--- src/rtl/iir_filter_pkg.sv ---
// Shared constants-free helpers for the multi-channel EMA filter: channel-width
// derivation and the per-sample update/rounding arithmetic used by RTL and bench.
package iir_filter_pkg;

    function automatic int clog2_min1(input int n);
        int r;
        r = 1;
        for (int i = 1; i < 31; i++) begin
            if ((32'sd1 <<< i) < n) begin
                r = i + 1;
            end
        end
        return r;
    endfunction

    // s' = s + ((x<<<frac) - s) >>> k, or x<<<frac on clear; widened to 64 bits so d never overflows
    function automatic longint iir_next(input longint s, input longint x,
                                        input int unsigned k, input logic clear,
                                        input int unsigned frac);
        longint x_e;
        longint d;
        int unsigned k_c;
        x_e = x <<< frac;
        d   = x_e - s;
        k_c = (k > 32'd62) ? 32'd62 : k;
        if (clear) begin
            return x_e;
        end
        return s + (d >>> k_c);
    endfunction

    function automatic longint iir_round(input longint s, input int unsigned frac);
        if (frac == 32'd0) begin
            return s;
        end
        return (s + (64'sd1 <<< (frac - 32'd1))) >>> frac;
    endfunction

endpackage

--- src/rtl/iir_filter_mc_if.sv ---
// Sample/result bus of the filter; master drives samples, slave returns results.
interface iir_filter_mc_if #(
    parameter int WIDTH   = 16,
    parameter int CH_W    = 2,
    parameter int SHIFT_W = 4
);
    logic                    in_valid;
    logic [CH_W-1:0]         in_channel;
    logic signed [WIDTH-1:0] in_sample;
    logic [SHIFT_W-1:0]      in_shift;
    logic                    in_clear;
    logic                    out_valid;
    logic [CH_W-1:0]         out_channel;
    logic signed [WIDTH-1:0] out_sample;

    modport master (
        output in_valid, in_channel, in_sample, in_shift, in_clear,
        input  out_valid, out_channel, out_sample
    );

    modport slave (
        input  in_valid, in_channel, in_sample, in_shift, in_clear,
        output out_valid, out_channel, out_sample
    );
endinterface

--- src/rtl/iir_filter_chk.sv ---
// Simulation checker: each new state lies between old state and scaled sample,
// and its rounded output fits the sample width.
module iir_filter_chk
    import iir_filter_pkg::*;
#(
    parameter int WIDTH = 16,
    parameter int FRAC  = 4
) (
    input logic                          clk,
    input logic                          reset,
    input logic                          valid,
    input logic signed [WIDTH+FRAC-1:0]  state,
    input logic signed [WIDTH+FRAC-1:0]  s_next,
    input logic signed [WIDTH-1:0]       sample
);
    longint x_e_s;
    longint lo_s;
    longint hi_s;
    longint y_s;
    logic   bound_ok_s;

    // bound evaluation for the sample currently in the update stage
    always_comb begin
        x_e_s      = longint'(sample) <<< FRAC;
        lo_s       = (x_e_s < longint'(state)) ? x_e_s : longint'(state);
        hi_s       = (x_e_s < longint'(state)) ? longint'(state) : x_e_s;
        y_s        = iir_round(longint'(s_next), FRAC);
        bound_ok_s = (longint'(s_next) >= lo_s) && (longint'(s_next) <= hi_s)
                     && (y_s >= -(64'sd1 <<< (WIDTH - 1)))
                     && (y_s < (64'sd1 <<< (WIDTH - 1)));
    end

    a_state_bound: assert property (@(posedge clk) disable iff (reset) valid |-> bound_ok_s);
endmodule

--- src/rtl/iir_state_bank.sv ---
// Per-channel filter state register file: one combinational read port with
// same-cycle write-to-read forwarding, one write port.
module iir_state_bank #(
    parameter int CHANNELS = 4,
    parameter int DW       = 20,
    parameter int CH_W     = 2
) (
    input  logic                 clk,
    input  logic                 reset,
    input  logic [CH_W-1:0]      rd_addr,
    output logic signed [DW-1:0] rd_data,
    input  logic                 wr_en,
    input  logic [CH_W-1:0]      wr_addr,
    input  logic signed [DW-1:0] wr_data
);
    logic signed [DW-1:0] mem_r [CHANNELS];

    // state storage, written by the update stage
    always_ff @(posedge clk or posedge reset) begin
        if (reset) begin
            for (int c = 0; c < CHANNELS; c++) begin
                mem_r[c] <= '0;
            end
        end else begin
            for (int c = 0; c < CHANNELS; c++) begin
                if (wr_en && (wr_addr == CH_W'(c))) begin
                    mem_r[c] <= wr_data;
                end
            end
        end
    end

    // read mux; out-of-range addresses read zero, an in-progress write wins
    always_comb begin
        rd_data = '0;
        for (int c = 0; c < CHANNELS; c++) begin
            rd_data = (rd_addr == CH_W'(c)) ? mem_r[c] : rd_data;
        end
        rd_data = (wr_en && (wr_addr == rd_addr)) ? wr_data : rd_data;
    end
endmodule

--- src/rtl/iir_filter_mc.sv ---
// Time-multiplexed first-order low-pass filter: stage 1 captures the sample and
// its channel state, stage 2 updates the state and registers the rounded result.
module iir_filter_mc
    import iir_filter_pkg::*;
#(
    parameter int WIDTH    = 16,
    parameter int CHANNELS = 4,
    parameter int FRAC     = 4,
    parameter int SHIFT_W  = 4
) (
    input logic            clk,
    input logic            reset,
    iir_filter_mc_if.slave bus
);
    localparam int CH_W = clog2_min1(CHANNELS);
    localparam int SW   = WIDTH + FRAC;

    logic                    accept_s;
    logic signed [SW-1:0]    rd_state_s;
    logic signed [SW-1:0]    s_next_s;
    logic signed [WIDTH-1:0] y_s;

    logic                    s1_valid_r;
    logic [CH_W-1:0]         s1_channel_r;
    logic signed [WIDTH-1:0] s1_sample_r;
    logic [SHIFT_W-1:0]      s1_shift_r;
    logic                    s1_clear_r;
    logic signed [SW-1:0]    s1_state_r;

    logic                    out_valid_r;
    logic [CH_W-1:0]         out_channel_r;
    logic signed [WIDTH-1:0] out_sample_r;

    assign accept_s = bus.in_valid && ({1'b0, bus.in_channel} < (CH_W + 1)'(CHANNELS));

    // the stage-2 write is forwarded here so back-to-back samples on one channel chain correctly
    iir_state_bank #(
        .CHANNELS (CHANNELS),
        .DW       (SW),
        .CH_W     (CH_W)
    ) u_bank (
        .clk     (clk),
        .reset   (reset),
        .rd_addr (bus.in_channel),
        .rd_data (rd_state_s),
        .wr_en   (s1_valid_r),
        .wr_addr (s1_channel_r),
        .wr_data (s_next_s)
    );

    // stage 1: capture accepted sample with its current channel state
    always_ff @(posedge clk or posedge reset) begin
        if (reset) begin
            s1_valid_r   <= 1'b0;
            s1_channel_r <= '0;
            s1_sample_r  <= '0;
            s1_shift_r   <= '0;
            s1_clear_r   <= 1'b0;
            s1_state_r   <= '0;
        end else begin
            s1_valid_r <= accept_s;
            if (accept_s) begin
                s1_channel_r <= bus.in_channel;
                s1_sample_r  <= bus.in_sample;
                s1_shift_r   <= bus.in_shift;
                s1_clear_r   <= bus.in_clear;
                s1_state_r   <= rd_state_s;
            end
        end
    end

    // update datapath
    always_comb begin
        s_next_s = SW'(iir_next(longint'(s1_state_r), longint'(s1_sample_r),
                                32'(s1_shift_r), s1_clear_r, FRAC));
        y_s      = WIDTH'(iir_round(longint'(s_next_s), FRAC));
    end

    // stage 2: result registers, held while idle
    always_ff @(posedge clk or posedge reset) begin
        if (reset) begin
            out_valid_r   <= 1'b0;
            out_channel_r <= '0;
            out_sample_r  <= '0;
        end else begin
            out_valid_r <= s1_valid_r;
            if (s1_valid_r) begin
                out_channel_r <= s1_channel_r;
                out_sample_r  <= y_s;
            end
        end
    end

    assign bus.out_valid   = out_valid_r;
    assign bus.out_channel = out_channel_r;
    assign bus.out_sample  = out_sample_r;

    iir_filter_chk #(
        .WIDTH (WIDTH),
        .FRAC  (FRAC)
    ) u_chk (
        .clk    (clk),
        .reset  (reset),
        .valid  (s1_valid_r),
        .state  (s1_state_r),
        .s_next (s_next_s),
        .sample (s1_sample_r)
    );
endmodule
--- src/flat_wrapper.sv ---
// flat-port wrapper written by rule: the top's interface ports become plain ports
module iir_filter_mc_flat import iir_filter_pkg::*;
#(
    parameter int WIDTH    = 16,
    parameter int CHANNELS = 4,
    parameter int FRAC     = 4,
    parameter int SHIFT_W  = 4
)
  (clk, reset, bus_in_valid, bus_in_channel, bus_in_sample, bus_in_shift, bus_in_clear, bus_out_valid, bus_out_channel, bus_out_sample);
  iir_filter_mc_if #(.WIDTH(WIDTH), .SHIFT_W(SHIFT_W)) bus_i ();
  input logic clk;
  input logic reset;
  input wire logic [$bits(bus_i.in_valid)-1:0] bus_in_valid;
  input wire logic [$bits(bus_i.in_channel)-1:0] bus_in_channel;
  input wire logic [$bits(bus_i.in_sample)-1:0] bus_in_sample;
  input wire logic [$bits(bus_i.in_shift)-1:0] bus_in_shift;
  input wire logic [$bits(bus_i.in_clear)-1:0] bus_in_clear;
  output wire logic [$bits(bus_i.out_valid)-1:0] bus_out_valid;
  output wire logic [$bits(bus_i.out_channel)-1:0] bus_out_channel;
  output wire logic [$bits(bus_i.out_sample)-1:0] bus_out_sample;
  assign bus_i.in_valid = bus_in_valid;
  assign bus_i.in_channel = bus_in_channel;
  assign bus_i.in_sample = bus_in_sample;
  assign bus_i.in_shift = bus_in_shift;
  assign bus_i.in_clear = bus_in_clear;
  assign bus_out_valid = bus_i.out_valid;
  assign bus_out_channel = bus_i.out_channel;
  assign bus_out_sample = bus_i.out_sample;
  iir_filter_mc #(.WIDTH(WIDTH), .CHANNELS(CHANNELS), .FRAC(FRAC), .SHIFT_W(SHIFT_W)) u_core (.clk(clk), .reset(reset), .bus(bus_i));
endmodule
--- config.mk ---
export PLATFORM = sky130hd
export DESIGN_NAME = iir_filter_mc_flat
export DESIGN_NICKNAME = d
export VERILOG_FILES = /design/src/rtl/iir_filter_pkg.sv /design/src/rtl/iir_filter_mc_if.sv /design/src/rtl/iir_filter_chk.sv /design/src/rtl/iir_state_bank.sv /design/src/rtl/iir_filter_mc.sv /design/src/flat_wrapper.sv
export SDC_FILE = /design/constraint.sdc
export NUM_CORES = 1
export LEC_CHECK = 0
export CORE_ASPECT_RATIO = 0.7
export CORE_MARGIN = 1.5
export CORE_UTILIZATION = 65
export CTS_BUF_LIST = sky130_fd_sc_hd__clkbuf_4 sky130_fd_sc_hd__clkbuf_8 sky130_fd_sc_hd__clkbuf_16
export CTS_CLUSTER_DIAMETER = 120
export DETAILED_ROUTE_END_ITERATION = 12
export PLACE_DENSITY = 0.89
export RECOVER_POWER = 25
export SYNTH_ARGS = -nofsm -noshare
export SYNTH_HDL_FRONTEND = slang
export SYNTH_HIERARCHICAL = 1
export SYNTH_SLANG_ARGS = --single-unit
--- constraint.sdc ---
create_clock -name clk -period 9.4 [get_ports clk]
set_clock_uncertainty 0.2 [all_clocks]
set_input_delay 2.82 -clock clk [delete_from_list [all_inputs] [get_ports clk]]
set_output_delay 2.82 -clock clk [all_outputs]
set_load 0.01 [all_outputs]
==> key figures <==
Status
  – Status: complete, but fails checks
  – Failing checks: max-capacitance violations, max-slew violations

Yosys
  – Share of synthesized flip-flops with an asynchronous set or reset: 1.00
  – Synthesized net count: 977
  – Yosys warnings: 6
  – Number of synthesized flops with an enable pin: 0
  – Sequential fraction of the synthesis area: 0.374
  – Share of the synthesized area in the top cell type: 0.374
  – Cells after Synth: 913
  – #FFs+latches synth: around 140
  – Ys flop type: dfrtp_1
  – Unique masters post-synth: 78
  – Syn avg cell area: between 10 and 15 um^2
  – Synthesized cell area: ~0.0096 mm^2
  – Dominant cell type by area after synthesis: dfrtp_1
  – Top cells by area in the synthesized netlist: dfrtp_1, mux2_2, mux4_2

Detailed routing
  – Antenna Nets Post-Route: 0
  – Pre-antenna DRT Iters: 5
  – Routed len/inst: around 22 um
  – DR vias/cell: between 6 and 7
  – Initial DRC count: 798
  – Detailed-route via count: slightly below 8000
  – Residual DRC count: 0
  – Total Routed Length: roughly 25000 um

Power and ir drop
  – Cell-internal power: 2.51 mW
  – Comb pwr share: 0.632
  – Clk pwr share: 0.140
  – Net Sw Frac: 0.455
  – Psw: around 2.1 mW
  – Pwr Density: 431 mW/mm^2
  – Pleak: around 4.6 nW
  – Peak supply drop: a little over 0.2 mV
  – Tot Pwr: between 4 and 5 mW
  – Sequential Power Share: 0.227

Final layout
  – Layout cells sized above 1: 0.235
  – Register area: 0.00358 mm^2
  – FILL cells: 944
  – Finished Cell Area: between 0.01 and 0.015 mm^2
  – Area of the multi-input gates: between 0.005 and 0.006 mm^2
  – Ant diodes: 0
  – Area Overhead vs Synth: 11.6%
  – Layout Nets: approximately 1000

Floorplan
  – Die extent in y: around 100 um
  – DIE AREA: roughly 0.015 mm^2
  – Ports: between 40 and 50
  – Core Box Area: 0.0141 mm^2
  – Die W: 148 um
  – Rows: 36
  – Initial Utilization: 0.677

Clock tree
  – H-tree Lvls: 4
  – Post-CTS Hold Buffers: 0
  – Root buf cell: clkbuf_16
  – Sink Count: 143
  – CTS Buffer Depth: 2
  – CTS tree: done
  – Clk pin slew, worst setup/hold paths: ~0.060 ns
  – CTS resizes: 0
  – Post-CTS Repair Setup Buffers: 0
  – CTS Buf Count: 17
  – Clk_lat worst skew: between 0.4 and 0.5 ns

Global route
  – Largest net degree at the start of global routing: slightly above 80
  – GR Util All Layers: 0.335
  – Vias in the first global route: around 7600
  – Initial antenna violation count: 0
  – Gr ovfl total: 0
  – Global-route wire length before repair: between 40000 and 50000 um

STA
  – Final hold violations: 0
  – Final setup viols: 0
  – Relative slew slack: -1.85
  – RSZ-0062 raised after global routing: false
  – Setup_tns: 0 ns
  – Part of the cycle the worst path needs: 0.763
  – Worst Tran Pin Value: 4.28 ns
  – Final Slew Violations: around 200
  – Fmax: around 140 MHz
  – Final min period: approximately 7 ns

Worst setup path
  – Worst EP required: approximately 8.7 ns
  – CP peak stage delay: a little under 3 ns
  – Worst setup EP type: asynchronous set/reset pin
  – CP max FO: 80
  – Worst-path cell chain: dlygate4sd3_1 > clkinv_1 > clkbuf_1
  – Worst path slowest cell: clkbuf_1
  – Crit Path Class: in -> async
  – CP Data Arrival Time: approximately 6.5 ns
  – Crit path launch type: input pin

Placement
  – Detailed placer's ending HPWL: between 15000 and 20000 um
  – I/O Buffers: 44
  – RD Place Congestion: 1.00
  – Placed Area: between 0.01 and 0.015 mm^2

Worst hold path
  – Hold Crit Class: reg -> reg

Flow run
  – Max Cap Viol: 3
through the flow:
stage                     setup WS (ns)  utilization  hold slack (ns)  cells
after detailed placement           2.50        0.718            0.290   1115
after global placement             2.74        0.718            0.281   1115
final                              2.22        0.756            0.304   1147
after global routing               1.21        0.756            0.310   1147
after floorplan                    3.50            -            0.274    913
after CTS                          2.41        0.757            0.304   1147
layer usage:
metal / vias up / share of wire / GRT usage
met5: - / 0 / 0
met4: 0 / 0.026 / 0.115
met3: 64 / 0.082 / 0.0707
li1: 3437 / - / -
met1: 3780 / 0.43 / 0.478
met2: 401 / 0.46 / 0.509
critical path: cells and delay by family:
kind | cells | cell delay, ns
buffers and inverters | 3 | 3.59
power groups by stage:
stage / registers (mW) / logic (mW) / clock network (mW)
after floorplan: 1.00 / 2.14 / 0
after global placement: 1.03 / 2.70 / 0
after detailed placement: 1.05 / 2.78 / 0
after CTS: 1.04 / 2.83 / 0.653
after global routing: 1.08 / 3.14 / 0.684
final: 1.05 / 2.91 / 0.646
placed cells by master, fill, tap and decap left out, types with 11 or more instances in the layout:
master,count
a21oi_1,40
xnor2_1,25
and2_1,11
clkdlybuf4s50_1,42
o211ai_1,11
nand2_1,70
dfrtp_1,143
nor2_1,52
clkbuf_16,17
mux2_2,120
nor3_1,12
nand3_1,16
xor2_1,11
o21ai_0,60
mux2_4,20
mux2i_1,15
inv_1,35
ha_1,37
a21o_1,12
a211oi_1,12
mux4_2,25
cell usage after synthesis, types with 8 or more instances:
cell type / number
a211oi_1: 12
a21o_1: 12
a21oi_1: 40
and2_1: 11
and3_1: 8
buf_2: 9
clkbuf_1: 26
dfrtp_1: 143
ha_1: 37
inv_1: 36
mux2_2: 120
mux2_4: 20
mux2i_1: 15
mux4_2: 25
nand2_1: 70
nand2b_1: 9
nand3_1: 16
nor2_1: 52
nor2b_1: 8
nor3_1: 12
o211ai_1: 11
o21a_1: 10
o21ai_0: 60
xnor2_1: 25
xor2_1: 11
registers in the layout (all words and copies together) (netlist names):
name	cells
u_core/s1_channel_r	2
u_core/u_bank/mem_r	80
u_core/bus.out_sample	16
u_core/s1_sample_r	16
u_core/s1_state_r	20
u_core/bus.out_valid	1
u_core/s1_valid_r	1
u_core/bus.out_channel	2
u_core/s1_shift_r	4
u_core/s1_clear_r	1
layout make-up:
class	instances	share of cell area
multi-input combinational	685	0.529
sequential	143	0.335
timing repair buffer	57	0.0484
clock buffer	18	0.0405
tap	190	0.0222
inverter	40	0.0140
clock inverter	14	0.0115
logic make-up (layout without fill, tap and decap cells):
group / Yosys count / in the layout / share of synthesized area
buffers and inverters: 85 / 129 / 0.0368
AND/OR/NAND/NOR: 227 / 227 / 0.118
XOR/XNOR: 36 / 36 / 0.0329
adder cells (fa/ha/maj): 38 / 38 / 0.0504
multiplexers: 180 / 180 / 0.247
AO/OA/AOI/OAI: 204 / 204 / 0.141
flip-flops: 143 / 143 / 0.374
path summary, 6_finish.rpt:
kind                                              start                        end  slack (ns)  depth (start not counted)
worst max-delay path                              reset    u_core/u_bank/mem_r[29]        2.22                          3
worst min-delay path            u_core/u_bank/mem_r[43]    u_core/u_bank/mem_r[43]        0.30                          1
worst max register to register     u_core/s1_state_r[4]  u_core/bus.out_sample[13]        2.28                         25
worst min register to register  u_core/u_bank/mem_r[43]    u_core/u_bank/mem_r[43]        0.30                          1
max in group clk                   u_core/s1_state_r[4]  u_core/bus.out_sample[13]        2.28                         25
min in group asynchronous                         reset  u_core/bus.out_sample[15]        2.84                          2
No activity file was read; power rests on OpenSTA's default activity.
